File: config.mk
export PLATFORM = sky130hd
export DESIGN_NAME = div_issue_sequencer
export DESIGN_NICKNAME = d
export VERILOG_FILES = /design/src/rtl/div_issue_sequencer.sv
export SDC_FILE = /design/constraint.sdc
export NUM_CORES = 1
export LEC_CHECK = 0
export ABC_CLOCK_PERIOD_IN_PS = 2300
export BUFFER_PORTS_ARGS = -buffer_cell sky130_fd_sc_hd__buf_4
export CORE_MARGIN = 2
export CORE_UTILIZATION = 35
export DETAILED_ROUTE_END_ITERATION = 8
export GPL_TIMING_DRIVEN = 0
export PLACE_DENSITY = 0.73
export SLEW_MARGIN = 20
export SYNTH_ARGS = -nofsm -noshare
export SYNTH_HDL_FRONTEND = slang
export SYNTH_SLANG_ARGS = --single-unit
File: constraint.sdc
create_clock -name clk -period 2.3 [get_ports clk]
set_input_delay 0.23 -clock clk [delete_from_list [all_inputs] [get_ports clk]]
set_output_delay 0.23 -clock clk [all_outputs]
set_load 0.03 [all_outputs]
File: src/rtl/div_issue_sequencer.sv
// Issue/response sequencer in front of the iterative DivisorUnit: resolves divide-by-zero and
// signed overflow locally, launches the divider otherwise. Optional result cache: DIV_SEQ_RESULT_CACHE_EN.
module div_issue_sequencer #(
  parameter int parallelism = 32,
  parameter int TAG_W       = 4,
  parameter int TIMEOUT     = 255
) (
  input  logic                   clk,
  input  logic                   rst_n,
  input  logic                   req_valid,
  output logic                   req_ready,
  input  logic [1:0]             req_op,
  input  logic [parallelism-1:0] req_a,
  input  logic [parallelism-1:0] req_b,
  input  logic [TAG_W-1:0]       req_tag,
  output logic                   div_valid,
  output logic                   div_usigned,
  output logic [parallelism-1:0] div_dividend,
  output logic [parallelism-1:0] div_divisor,
  input  logic [parallelism-1:0] div_quotient,
  input  logic [parallelism-1:0] div_reminder,
  input  logic                   div_res_ready,
  output logic                   rsp_valid,
  input  logic                   rsp_ready,
  output logic [parallelism-1:0] rsp_data,
  output logic [TAG_W-1:0]       rsp_tag,
  output logic                   rsp_dz,
  output logic                   rsp_err,
  output logic                   busy
);

  typedef enum logic [1:0] {IDLE, ISSUE, WAIT, RESP} state_t;

  localparam logic [parallelism-1:0] MIN_VAL  = {1'b1, {(parallelism-1){1'b0}}};
  localparam logic [7:0]             CNT_LAST = 8'(TIMEOUT - 1);

  state_t                 state_q, state_d;
  logic [1:0]             op_q, op_d;
  logic [parallelism-1:0] a_q, a_d, b_q, b_d, data_q, data_d;
  logic [TAG_W-1:0]       tag_q, tag_d;
  logic                   dz_q, dz_d, err_q, err_d;
  logic                   div_valid_q, div_valid_d, rsp_valid_q, rsp_valid_d;
  logic [7:0]             cnt_q, cnt_d;
  logic                   cache_hit;

`ifdef DIV_SEQ_RESULT_CACHE_EN
  logic                   cache_valid_q, cache_valid_d, cache_uns_q, cache_uns_d;
  logic [parallelism-1:0] cache_a_q, cache_a_d, cache_b_q, cache_b_d;
  logic [parallelism-1:0] cache_quo_q, cache_quo_d, cache_rem_q, cache_rem_d;

  assign cache_hit = cache_valid_q && (cache_a_q == req_a) && (cache_b_q == req_b) &&
                     (cache_uns_q == req_op[0]);
`else
  assign cache_hit = 1'b0;
`endif

  always_comb begin
    state_d     = state_q;
    op_d        = op_q;
    a_d         = a_q;
    b_d         = b_q;
    data_d      = data_q;
    tag_d       = tag_q;
    dz_d        = dz_q;
    err_d       = err_q;
    div_valid_d = 1'b0;
    rsp_valid_d = rsp_valid_q;
    cnt_d       = cnt_q;
`ifdef DIV_SEQ_RESULT_CACHE_EN
    cache_valid_d = cache_valid_q;
    cache_uns_d   = cache_uns_q;
    cache_a_d     = cache_a_q;
    cache_b_d     = cache_b_q;
    cache_quo_d   = cache_quo_q;
    cache_rem_d   = cache_rem_q;
`endif
    case (state_q)
      IDLE: begin
        if (req_valid) begin
          op_d  = req_op;
          a_d   = req_a;
          b_d   = req_b;
          tag_d = req_tag;
          dz_d  = 1'b0;
          err_d = 1'b0;
          if (req_b == '0) begin
            state_d     = RESP;
            rsp_valid_d = 1'b1;
            dz_d        = 1'b1;
            data_d      = req_op[1] ? req_a : '1;
          end else if (!req_op[0] && req_a == MIN_VAL && req_b == '1) begin
            state_d     = RESP;
            rsp_valid_d = 1'b1;
            data_d      = req_op[1] ? '0 : MIN_VAL;
          end else if (cache_hit) begin
            state_d     = RESP;
            rsp_valid_d = 1'b1;
`ifdef DIV_SEQ_RESULT_CACHE_EN
            data_d      = req_op[1] ? cache_rem_q : cache_quo_q;
`endif
          end else begin
            state_d     = ISSUE;
            div_valid_d = 1'b1;
          end
        end
      end
      ISSUE: begin
        state_d = WAIT;
        cnt_d   = '0;
      end
      WAIT: begin
        // res_ready wins over the timeout in the final counted cycle
        if (div_res_ready) begin
          state_d     = RESP;
          rsp_valid_d = 1'b1;
          data_d      = op_q[1] ? div_reminder : div_quotient;
`ifdef DIV_SEQ_RESULT_CACHE_EN
          cache_valid_d = 1'b1;
          cache_uns_d   = op_q[0];
          cache_a_d     = a_q;
          cache_b_d     = b_q;
          cache_quo_d   = div_quotient;
          cache_rem_d   = div_reminder;
`endif
        end else if (cnt_q == CNT_LAST) begin
          state_d     = RESP;
          rsp_valid_d = 1'b1;
          err_d       = 1'b1;
          data_d      = '0;
`ifdef DIV_SEQ_RESULT_CACHE_EN
          cache_valid_d = 1'b0;
`endif
        end else begin
          cnt_d = cnt_q + 8'd1;
        end
      end
      RESP: begin
        if (rsp_ready) begin
          state_d     = IDLE;
          rsp_valid_d = 1'b0;
        end
      end
      default: state_d = IDLE;
    endcase
  end

  always_ff @(posedge clk or negedge rst_n) begin
    if (!rst_n) begin
      state_q     <= IDLE;
      op_q        <= '0;
      a_q         <= '0;
      b_q         <= '0;
      data_q      <= '0;
      tag_q       <= '0;
      dz_q        <= 1'b0;
      err_q       <= 1'b0;
      div_valid_q <= 1'b0;
      rsp_valid_q <= 1'b0;
      cnt_q       <= '0;
`ifdef DIV_SEQ_RESULT_CACHE_EN
      cache_valid_q <= 1'b0;
      cache_uns_q   <= 1'b0;
      cache_a_q     <= '0;
      cache_b_q     <= '0;
      cache_quo_q   <= '0;
      cache_rem_q   <= '0;
`endif
    end else begin
      state_q     <= state_d;
      op_q        <= op_d;
      a_q         <= a_d;
      b_q         <= b_d;
      data_q      <= data_d;
      tag_q       <= tag_d;
      dz_q        <= dz_d;
      err_q       <= err_d;
      div_valid_q <= div_valid_d;
      rsp_valid_q <= rsp_valid_d;
      cnt_q       <= cnt_d;
`ifdef DIV_SEQ_RESULT_CACHE_EN
      cache_valid_q <= cache_valid_d;
      cache_uns_q   <= cache_uns_d;
      cache_a_q     <= cache_a_d;
      cache_b_q     <= cache_b_d;
      cache_quo_q   <= cache_quo_d;
      cache_rem_q   <= cache_rem_d;
`endif
    end
  end

  assign req_ready    = (state_q == IDLE);
  assign busy         = (state_q != IDLE);
  assign div_valid    = div_valid_q;
  assign div_usigned  = op_q[0];
  assign div_dividend = a_q;
  assign div_divisor  = b_q;
  assign rsp_valid    = rsp_valid_q;
  assign rsp_data     = data_q;
  assign rsp_tag      = tag_q;
  assign rsp_dz       = dz_q;
  assign rsp_err      = err_q;

endmodule
==> metrics.csv, run 1 <==
metric;value;unit
Yosys reg bits;116;
Clk pwr share;21.3;%
drt first pass iters;4;
Final setup viols;0;
Final WS setup;0.08549;ns
initial core utilization;35.99;%
Worst EP arrival;2.50;ns
Worst Hold Class;in -> reg;
clock sinks;116;
die extent in y;132.3;um
f_max;0.4516;GHz
Final min period;2.215;ns
H-tree depth;4;
Psw;5.056;mW
number of synthesized flops with an enable pin;0;
top cell type's share of synthesized area;50.41;%
Place WS;-0.4501;ns
CTS tree;yes;
DRC Markers;0;
Cell Area, Placed;7899;um^2
ant diodes;0;
Worst-Margin Slew;0.8500;ns
initial antenna violation count;0;
clk_skew;0.007688;ns
met3 Use GR;6.113;%
Peak supply drop;0.7897;mV
Max Slew Vio Count;0;
Routability Congestion;0.7905;
syn_nets;597;
WP data required;2.59;ns
Die Width;132.3;um
Wirelength per Cell;18.67;um
gr usage total;19.93;%
top cells by area, synth;dfrtp_1 50%, mux2_2 13%, mux2_4 7.6%;
vias in the first global route;5003;
clk buf depth;2;
post-route setup TNS;0;ns
met1 global-route usage;23.55;%
Worst-path clk slew;0.05;ns
Pwr Density;1479;nW/um^2
CP Launch Type;primary input;
first-pass GRT wire length;26900;um
sequential area share after synthesis;50.41;%
crit-path max FO;10;
CTS Root Cell;clkbuf_16;
Flop pwr share;28.1;%
via count;4666;
internal power;7.541;mW
initial DRC count;163;
port bufs;245;
Top Usage Layer GRT;met2;
Most used DFF post-synth;dfrtp_1;
Syn Area/Cell;12.77;um^2
Final Util;53.23;%
share of cells above drive strength 1;54.61;%
share of flip-flops with an asynchronous set or reset;100.0;%
Worst slew margin;43.33;%
Synth area leader;dfrtp_1;
die area;17490;um^2
WL final;17600;um
Comb power frac;50.6;%
total grt overflow;0;
Max Cap Violations;0;
sw frac;40.14;%
# IOs;246;
Final Cycle Share;96.28;%
Vias/cell;4.948;
Final Hold Viols;0;
P_leak;4.249;nW
met2 usage;34.23;%
post-route cell area;8517;um^2
Clock Latency Late Sink;0.41;ns
total CTS buffers;17;
Syn. warnings;0;
Core Footprint;16000;um^2
RSZ-0062 raised after global routing;no;
status;finished, final reports clean;
largest net degree at the start of global routing;73;
Synth Cell Area;5758;um^2
cell count after synthesis;451;
post-route ant nets;0;
Setup crit end kind;flip-flop;
dpl hpwl;13570;um
setup bufs post-CTS;0;
Rows;46;
WS Path Type;in -> reg;
distinct cell type count after synthesis;39;
area grow syn2layout;47.91;%
nets;862;
[worst paths after layout]
kind,end,slack [ns],from,cells after the start
max,rsp_data[27]$_DFFE_PN0P_,0.09,req_a[15],8
min,rsp_tag[3]$_DFFE_PN0P_,0.05,req_tag[3],2
max reg2reg,div_dividend[29]$_DFFE_PN0P_,0.13,state_q[0]$_DFFE_PN0P_,6
min reg2reg,rsp_data[21]$_DFFE_PN0P_,0.49,rsp_data[21]$_DFFE_PN0P_,1
max in group asynchronous,rsp_data[22]$_DFFE_PN0P_,1.28,rst_n,3
min in group asynchronous,div_divisor[13]$_DFFE_PN0P_,0.31,rst_n,2
[layer usage]
metal,up-vias,wire (um)
met4,0,392
li1,2169,-
met5,-,0
met2,173,8706
met3,25,1105
met1,2299,7399
[synth_stat cells (11+ instances only)]
cell type and n:
and2b_1 20, clkbuf_1 13, dfrtp_1 116, mux2_2 69, mux2_4 29, mux2i_1 34, nand2_1 12, nand4_1 11
nor2_1 13, nor2b_1 15, nor4_1 14, o22ai_1 31
[power by group through the flow]
| stage | logic (mW) | registers (mW) | clock network, mW |
|---|---|---|---|
| 2_1_floorplan | 2.28 | 5.25 | 0 |
| 3_3_place_gp | 6.30 | 3.49 | 0 |
| 3_5_place_dp | 6.42 | 3.55 | 0 |
| 4_1_cts | 6.43 | 3.53 | 2.74 |
| 5_1_grt | 6.70 | 3.65 | 2.83 |
| 6_report | 6.38 | 3.54 | 2.68 |
[per-stage QoR]
step / std cells / hold slack (ns) / total power, mW
6_report: 943 / 0.05016 / 12.60
5_1_grt: 943 / 0.04571 / 13.18
4_1_cts: 944 / 0.03540 / 12.70
3_5_place_dp: 913 / 0.1808 / 9.964
3_3_place_gp: 912 / 0.4669 / 9.791
2_1_floorplan: 451 / -0.06559 / 7.534
[worst max-delay path, cell delays in order]
cell      delay, ns
buf_4          0.12
nor4_1         0.57
nand3_1        0.14
or4_4          0.58
o211ai_4       0.25
nand2_4        0.12
buf_6          0.18
mux2_4         0.30
[state kept, by name, indices dropped and copies added, names as in the netlist]
name          flops
cnt_q             8
op_q              2
rsp_valid         1
div_divisor      32
rsp_err           1
rsp_data         32
div_valid         1
rsp_tag           4
div_dividend     32
state_q           2
rsp_dz            1
[layout by cell type, fill, tap and decap left out, drive strengths merged, types with 2 or more instances in the layout]
cell type / instances
nand3: 8
ha: 7
nor2b: 15
and4: 2
or4: 2
dfrtp: 116
a21oi: 4
bufinv: 3
o22ai: 31
xor2: 6
clkbuf: 29
dlygate4sd1: 3
o21ai: 11
nor3: 2
nor2: 13
inv: 8
buf: 260
mux2i: 34
nand2: 13
nand4: 11
nor4: 15
clkinv: 4
mux2: 100
and2b: 21
clkinvlp: 2
[cell families (layout without fill, tap and decap cells)]
logic type / count (synthesis) / count (layout) / share of synthesized area [%]
and+or+nand+nor: 107 / 107 / 11.63
AOI/OAI and AO/OA: 47 / 47 / 5.106
DFF: 116 / 116 / 50.41
xor gates and xnor gates: 6 / 6 / 0.9126
adders and majority gates: 7 / 7 / 1.521
buffers and inverters: 34 / 310 / 3.064
muxes: 134 / 134 / 27.36
[cell type report]
class                           count  area (um^2)
Buffer                             25        150.1
Clock buffer                       21        470.5
Clock inverter                      9        128.9
Fill cell                        1455         7483
Inverter                            8        30.03
Multi-Input combinational cell    301         2684
Sequential cell                   116         2903
Tap cell                          216        270.3
Timing Repair Buffer              247         1881
[what timing repair did]
item	CTS	global route
endpoints found under the hold margin	44	0
hold buffers	1	0
endpoints found under the setup margin	77	47
gates resized for setup	7	5
Note: power is estimated with default switching activity, not from simulation.
==> inputs of run 2 (changes only) <==
BUFFER_PORTS_ARGS = not set   (was -buffer_cell sky130_fd_sc_hd__buf_4)
DONT_BUFFER_PORTS = 1   (was not set)
PLACE_DENSITY = 0.6   (was 0.73)
==> run 2 against run 1 <==
Against the previous run:
- the run now ends with hold timing left
- routed wire length is 4.8% lower
- via count down 13%
- global-route usage down 0.55 points
- critical endpoint is now rsp_data[30]$_DFFE_PN0P_
- largest cell class unchanged
- largest power group is now sequential cells
==> metrics.csv, run 2 (synthesized netlist as in run 1, its figures left out) <==
metric;value;unit;change
Placed Cells;667;;was 913
vias in the first global route;4599;;was 5,003
Worst Hold Class;in -> async;;was in -> reg
via count;4064;;was 4,666
clk_skew;0.009097;ns;was 0.007688 ns
clock sinks;116;;unchanged
initial DRC count;120;;was 163
Routability Congestion;0.8088;;was 0.7905
WL final;16770;um;was 17,600 um
WP data required;2.59;ns;about the same
crit-path max FO;10;;unchanged
CP Buf/Inv Count;3;;was 2
Flop pwr share;49.5;%;was 28.1%
Cell Area, Placed;6028;um^2;was 7899 um^2
post-route cell area;7345;um^2;was 8517 um^2
worst flop-to-flop path endpoint;rsp_data[30]$_DFFE_PN0P_;;was div_dividend[29]$_DFFE_PN0P_
area grow syn2layout;27.55;%;was 47.91%
Die Width;132.3;um;unchanged
WS Path Type;reg -> reg;;was in -> reg
most frequent cells in the layout;116 x dfrtp_1, 69 x mux2_2, 68 x dlygate4sd3_1;;was 247 x buf_4, 116 x dfrtp_1, 69 x mux2_2
Worst-Margin Slew;0.8665;ns;was 0.8500 ns
Wirelength per Cell;21.89;um;was 18.67 um
P_leak;3.330;nW;was 4.249 nW
Clock Latency Late Sink;0.41;ns;about the same
status;finished, violations left;;was finished, final reports clean
Core Footprint;16000;um^2;unchanged
H-tree depth;4;;unchanged
Final WS setup;0.1146;ns;was 0.08549 ns
Worst R2R Start;state_q[1]$_DFFE_PN0P_;;was state_q[0]$_DFFE_PN0P_
gr usage total;19.39;%;was 19.93%
crit path max-delay cell type;dfrtp_1;;was or4_4
CTS tree;yes;;unchanged
fillers;1510;;was 1,455
failing checks;hold timing;;
Final Hold Viols;116;;was 0
initial antenna violation count;0;;unchanged
Psw;4.752;mW;was 5.056 mW
setup bufs post-CTS;0;;unchanged
post-route ant nets;0;;unchanged
Final setup viols;0;;unchanged
die area;17490;um^2;unchanged
Worst-path clk slew;0.06;ns;was 0.05 ns
Max Slew Vio Count;0;;unchanged
Final Cycle Share;95.02;%;was 96.28%
Pwr Density;1516;nW/um^2;was 1479 nW/um^2
port bufs;0;;was 245
CP peak stage delay;0.42;ns;was 0.58 ns
# IOs;246;;unchanged
RSZ-0062 raised after global routing;no;;unchanged
CTS Root Cell;clkbuf_16;;unchanged
Worst slew margin;42.23;%;was 43.33%
Top delay family on crit path;buffers and inverters;;was simple AND/OR/NAND/NOR gates
internal power;6.380;mW;was 7.541 mW
R2R setup slack;0.11;ns;was 0.13 ns
Post-CTS Hold Buffers;68;;was 1
sw frac;42.69;%;was 40.14%
Final min period;2.185;ns;was 2.215 ns
nets;683;;was 862
drt first pass iters;4;;unchanged
total grt overflow;0;;unchanged
Place WS;-0.5299;ns;was -0.4501 ns
CP Launch Type;flip-flop;;was primary input
Final Util;45.90;%;was 53.23%
share of cells above drive strength 1;28.00;%;was 54.61%
Max Cap Violations;0;;unchanged
overall power;11.13;mW;was 12.60 mW
Setup crit end kind;flip-flop;;unchanged
ant diodes;0;;unchanged
dpl hpwl;12100;um;was 13,570 um
first-pass GRT wire length;26200;um;was 26,900 um
initial core utilization;35.99;%;unchanged
Worst EP arrival;2.47;ns;was 2.50 ns
Vias/cell;5.305;;was 4.948
Clk pwr share;25.1;%;was 21.3%
DRC Markers;0;;unchanged
Rows;46;;unchanged
die extent in y;132.3;um;unchanged
WHS;-0.4910;ns;was 0.05016 ns
Comb power frac;25.4;%;was 50.6%
reg2reg path depth;8;;was 6
most common cell after layout, fill and taps aside;dfrtp_1;;was buf_4
final non-filler cell total;766;;was 943
clk buf depth;2;;unchanged
crit-path most repeated cell;inv_1;;
f_max;0.4576;GHz;was 0.4516 GHz
crit path cell chain;inv_1 > ha_2 > inv_1 > nand2_1 > a21oi_2 > nand2_4 > buf_6 > mux2_4;;was buf_4 > nor4_1 > nand3_1 > or4_4 > o211ai_4 > nand2_4 > buf_6 > mux2_4
largest net degree at the start of global routing;117;;was 73
Peak supply drop;0.7702;mV;was 0.7897 mV
total CTS buffers;17;;unchanged
run 2: metrics by stage:
| step | hold slack, ns | setup TNS [ns] |
|---|---|---|
| 3_3_place_gp | -0.06295 | -26.57 |
| 3_5_place_dp | -0.06302 | -29.27 |
| 6_report | -0.4910 | 0 |
| 4_1_cts | -0.5100 | 0 |
| 5_1_grt | -0.5105 | 0 |
| 2_1_floorplan | -0.06559 | 0 |
run 2: worst max-delay path by stage:
stage          slack, ns                           end              startpoint  depth (start not counted)
6_report            0.11      rsp_data[30]$_DFFE_PN0P_  state_q[1]$_DFFE_PN0P_                          8
3_3_place_gp       -0.50  div_dividend[15]$_DFFE_PN0P_  state_q[0]$_DFFE_PN0P_                          6
3_5_place_dp       -0.53  div_dividend[14]$_DFFE_PN0P_  state_q[0]$_DFFE_PN0P_                          6
4_1_cts             0.01      rsp_data[30]$_DFFE_PN0P_  state_q[0]$_DFFE_PN0P_                          8
5_1_grt             0.01   div_dividend[4]$_DFFE_PN0P_  state_q[0]$_DFFE_PN0P_                          6
2_1_floorplan       0.13   div_dividend[0]$_DFFE_PN0P_  state_q[0]$_DFFE_PN0P_                          6
run 2: metal layers:
metal  GRT usage [%]  part of all wire, %
met5               0                    0
met4           7.587                  2.4
met3           6.344                  6.8
met2           33.10                   51
met1           22.63                   40
run 2: worst register-to-register path, delay by kind of cell, from the launching register on:
kind            cells  cell delay [ns]
compound gates      1             0.08
fa+ha+maj           1             0.39
buf+inv             3             0.59
flops               1             0.42
mux                 1             0.33
simple gates        2             0.26
run 2: area by class of cell:
class                   instances  area, um^2  area share [%]
flip-flops and latches        116        2903           39.52
clock buffers                  19       442.9           6.031
inverters                       8       30.03          0.4089
multi-input cells             301        2686           36.58
clock inverters                13       181.4           2.470
repair buffers                 68       680.7           9.267
plain buffers                  25       150.1           2.044
well taps                     216       270.3           3.680
run 2: power groups by stage:
| stage | registers, mW | clock network (mW) | logic, mW |
|---|---|---|---|
| after global routing | 5.60 | 2.93 | 3.08 |
| after CTS | 5.51 | 2.85 | 2.85 |
| final | 5.51 | 2.79 | 2.83 |
| after global placement | 5.51 | 0 | 2.64 |
| after detailed placement | 5.54 | 0 | 2.74 |
| after floorplan | 5.25 | 0 | 2.28 |
run 2: repair_timing:
| item | 4_1_cts | 5_1_grt |
|---|---|---|
| endpoints found under the hold margin | 184 | 116 |
| gates resized for setup | 7 | 2 |
| endpoints found under the setup margin | 86 | 29 |
==> inputs of run 3 (changes only) <==
CORE_UTILIZATION = 40   (was 35)
PLACE_DENSITY = 0.65   (was 0.6)
==> run 3 against run 2 <==
Against the previous run:
- the flow still finishes with violations (hold timing)
- flip-flop and latch count unchanged
- cell count is 4.8% lower
- sequential power about the same
- global-route usage rose by 2.1 points
- largest power group unchanged
==> metrics.csv, run 3 (synthesized netlist as in run 1, its figures left out) <==
metric;value;unit;change
status;finished, violations left;;unchanged
failing checks;hold timing;;unchanged
Peak supply drop;0.6845;mV;was 0.7702 mV
CTS Root Cell;clkbuf_16;;unchanged
vias in the first global route;4508;;was 4,599
clock sinks;116;;unchanged
CP Launch Type;primary input;;was flip-flop
drt first pass iters;4;;unchanged
Final setup viols;0;;unchanged
Rows;43;;was 46
Post-CTS Hold Buffers;69;;was 68
Worst R2R Start;state_q[0]$_DFFE_PN0P_;;was state_q[1]$_DFFE_PN0P_
nets;684;;was 683
WHS;-0.4895;ns;was -0.4910 ns
Top delay family on crit path;simple AND/OR/NAND/NOR gates;;was buffers and inverters
Worst-Margin Slew;0.8440;ns;was 0.8665 ns
die extent in y;124.0;um;was 132.3 um
ant diodes;0;;unchanged
Vias/cell;5.583;;was 5.305
WS Path Type;in -> reg;;was reg -> reg
CP peak stage delay;0.64;ns;was 0.42 ns
H-tree depth;4;;unchanged
post-route ant nets;0;;unchanged
CTS tree;yes;;unchanged
worst flop-to-flop path endpoint;div_dividend[22]$_DFFE_PN0P_;;was rsp_data[30]$_DFFE_PN0P_
crit path max-delay cell type;nor4_1;;was dfrtp_1
post-route cell area;7266;um^2;was 7345 um^2
die area;15370;um^2;was 17,490 um^2
via count;4070;;was 4,064
Final min period;2.187;ns;was 2.185 ns
port bufs;0;;unchanged
Max Cap Violations;0;;unchanged
largest net degree at the start of global routing;117;;unchanged
post-route setup TNS;0;ns;unchanged
first-pass GRT wire length;24320;um;was 26,200 um
share of cells above drive strength 1;27.50;%;was 28.00%
area grow syn2layout;26.18;%;was 27.55%
clk buf depth;2;;unchanged
Max Slew Vio Count;0;;unchanged
Pwr Density;1507;nW/um^2;was 1516 nW/um^2
initial DRC count;136;;was 120
reg2reg path depth;6;;was 8
Wirelength per Cell;22.82;um;was 21.89 um
dpl hpwl;11660;um;was 12,100 um
# IOs;246;;unchanged
crit path cell chain;nor4_1 > nand2_1 > or4_4 > o211ai_4 > nand2_4 > buf_6 > mux2_4;;was inv_1 > ha_2 > inv_1 > nand2_1 > a21oi_2 > nand2_4 > buf_6 > mux2_4
WP data required;2.59;ns;about the same
Worst slew margin;43.74;%;was 42.23%
gr usage total;21.45;%;was 19.39%
R2R setup slack;0.14;ns;was 0.11 ns
Worst Hold Class;in -> async;;unchanged
Final Cycle Share;95.08;%;was 95.02%
Cell Area, Placed;5983;um^2;was 6028 um^2
Clock Latency Late Sink;0.41;ns;about the same
clk_skew;0.01119;ns;was 0.009097 ns
most common cell after layout, fill and taps aside;dfrtp_1;;unchanged
WL final;16640;um;was 16,770 um
most frequent cells in the layout;116 x dfrtp_1, 69 x mux2_2, 69 x dlygate4sd3_1;;was 116 x dfrtp_1, 69 x mux2_2, 68 x dlygate4sd3_1
Worst-path clk slew;0.06;ns;about the same
P_leak;3.312;nW;was 3.330 nW
Die Width;124.0;um;was 132.3 um
initial antenna violation count;0;;unchanged
DRC Markers;0;;unchanged
Routability Congestion;0.7904;;was 0.8088
total CTS buffers;17;;unchanged
Core Footprint;13990;um^2;was 16,000 um^2
Worst EP arrival;2.48;ns;was 2.47 ns
Critical Path Stages;7;;was 8
RSZ-0062 raised after global routing;no;;unchanged
CP Buf/Inv Count;1;;was 3
f_max;0.4573;GHz;was 0.4576 GHz
initial core utilization;41.16;%;was 35.99%
setup bufs post-CTS;0;;unchanged
Setup crit end kind;flip-flop;;unchanged
Final Hold Viols;116;;unchanged
crit-path max FO;10;;unchanged
total grt overflow;0;;unchanged
## run 3: report_power, final
part	total (mW)	internal [mW]	switching [mW]	leakage [nW]
registers	5.51	2.96	2.55	1.45
clock network	2.62	1.71	0.908	0.281
logic	2.83	1.58	1.24	1.58
## run 3: what timing repair did
action / CTS / global route
hold endpoints to repair: 185 / 116
pin swaps: 0 / 0
endpoints found under the setup margin: 77 / 31
gates resized for setup: 7 / 3
## run 3: stage by stage
step | power, mW | hold WS, ns | util, % | std cells | setup slack (ns)
after detailed placement | 8.250 | -0.06284 | 42.77 | 631 | -0.4946
after global routing | 11.43 | -0.5080 | 51.94 | 729 | 0.01451
after CTS | 11.01 | -0.5067 | 51.91 | 729 | 0.04292
after global placement | 8.116 | -0.06311 | 42.77 | 631 | -0.4126
final | 10.95 | -0.4895 | 51.94 | 729 | 0.1131
after floorplan | 7.534 | -0.06559 | - | 451 | 0.1260
## run 3: worst max path at each step
stage                      startpoint                            to
6_report                    req_a[12]      rsp_data[12]$_DFFE_PN0P_
5_1_grt           op_q[1]$_DFFE_PN0P_      rsp_data[20]$_DFFE_PN0P_
4_1_cts        state_q[0]$_DFFE_PN0P_      rsp_data[12]$_DFFE_PN0P_
3_3_place_gp   state_q[0]$_DFFE_PN0P_           op_q[0]$_DFFE_PN0P_
3_5_place_dp   state_q[0]$_DFFE_PN0P_  div_dividend[22]$_DFFE_PN0P_
2_1_floorplan  state_q[0]$_DFFE_PN0P_   div_dividend[0]$_DFFE_PN0P_
## run 3: layer usage
metal / vias up / wire length, um / part of all wire [%] / GRT usage (%)
met2: 180 / 8493 / 51 / 36.64
met4: 0 / 368 / 2.2 / 8.778
met5: - / 0 / 0 / 0
li1: 1812 / - / - / -
met1: 2049 / 6588 / 40 / 24.76
met3: 29 / 1187 / 7.1 / 7.097
## run 3: cell type report
type,instances,area [um^2]
clock inverters,10,133.9
well taps,180,225.2
inverters,8,30.03
flip-flops and latches,116,2903
clock buffers,20,446.7
fillers,1211,6723
repair buffers,69,690.7
plain buffers,25,150.1
multi-input cells,301,2686
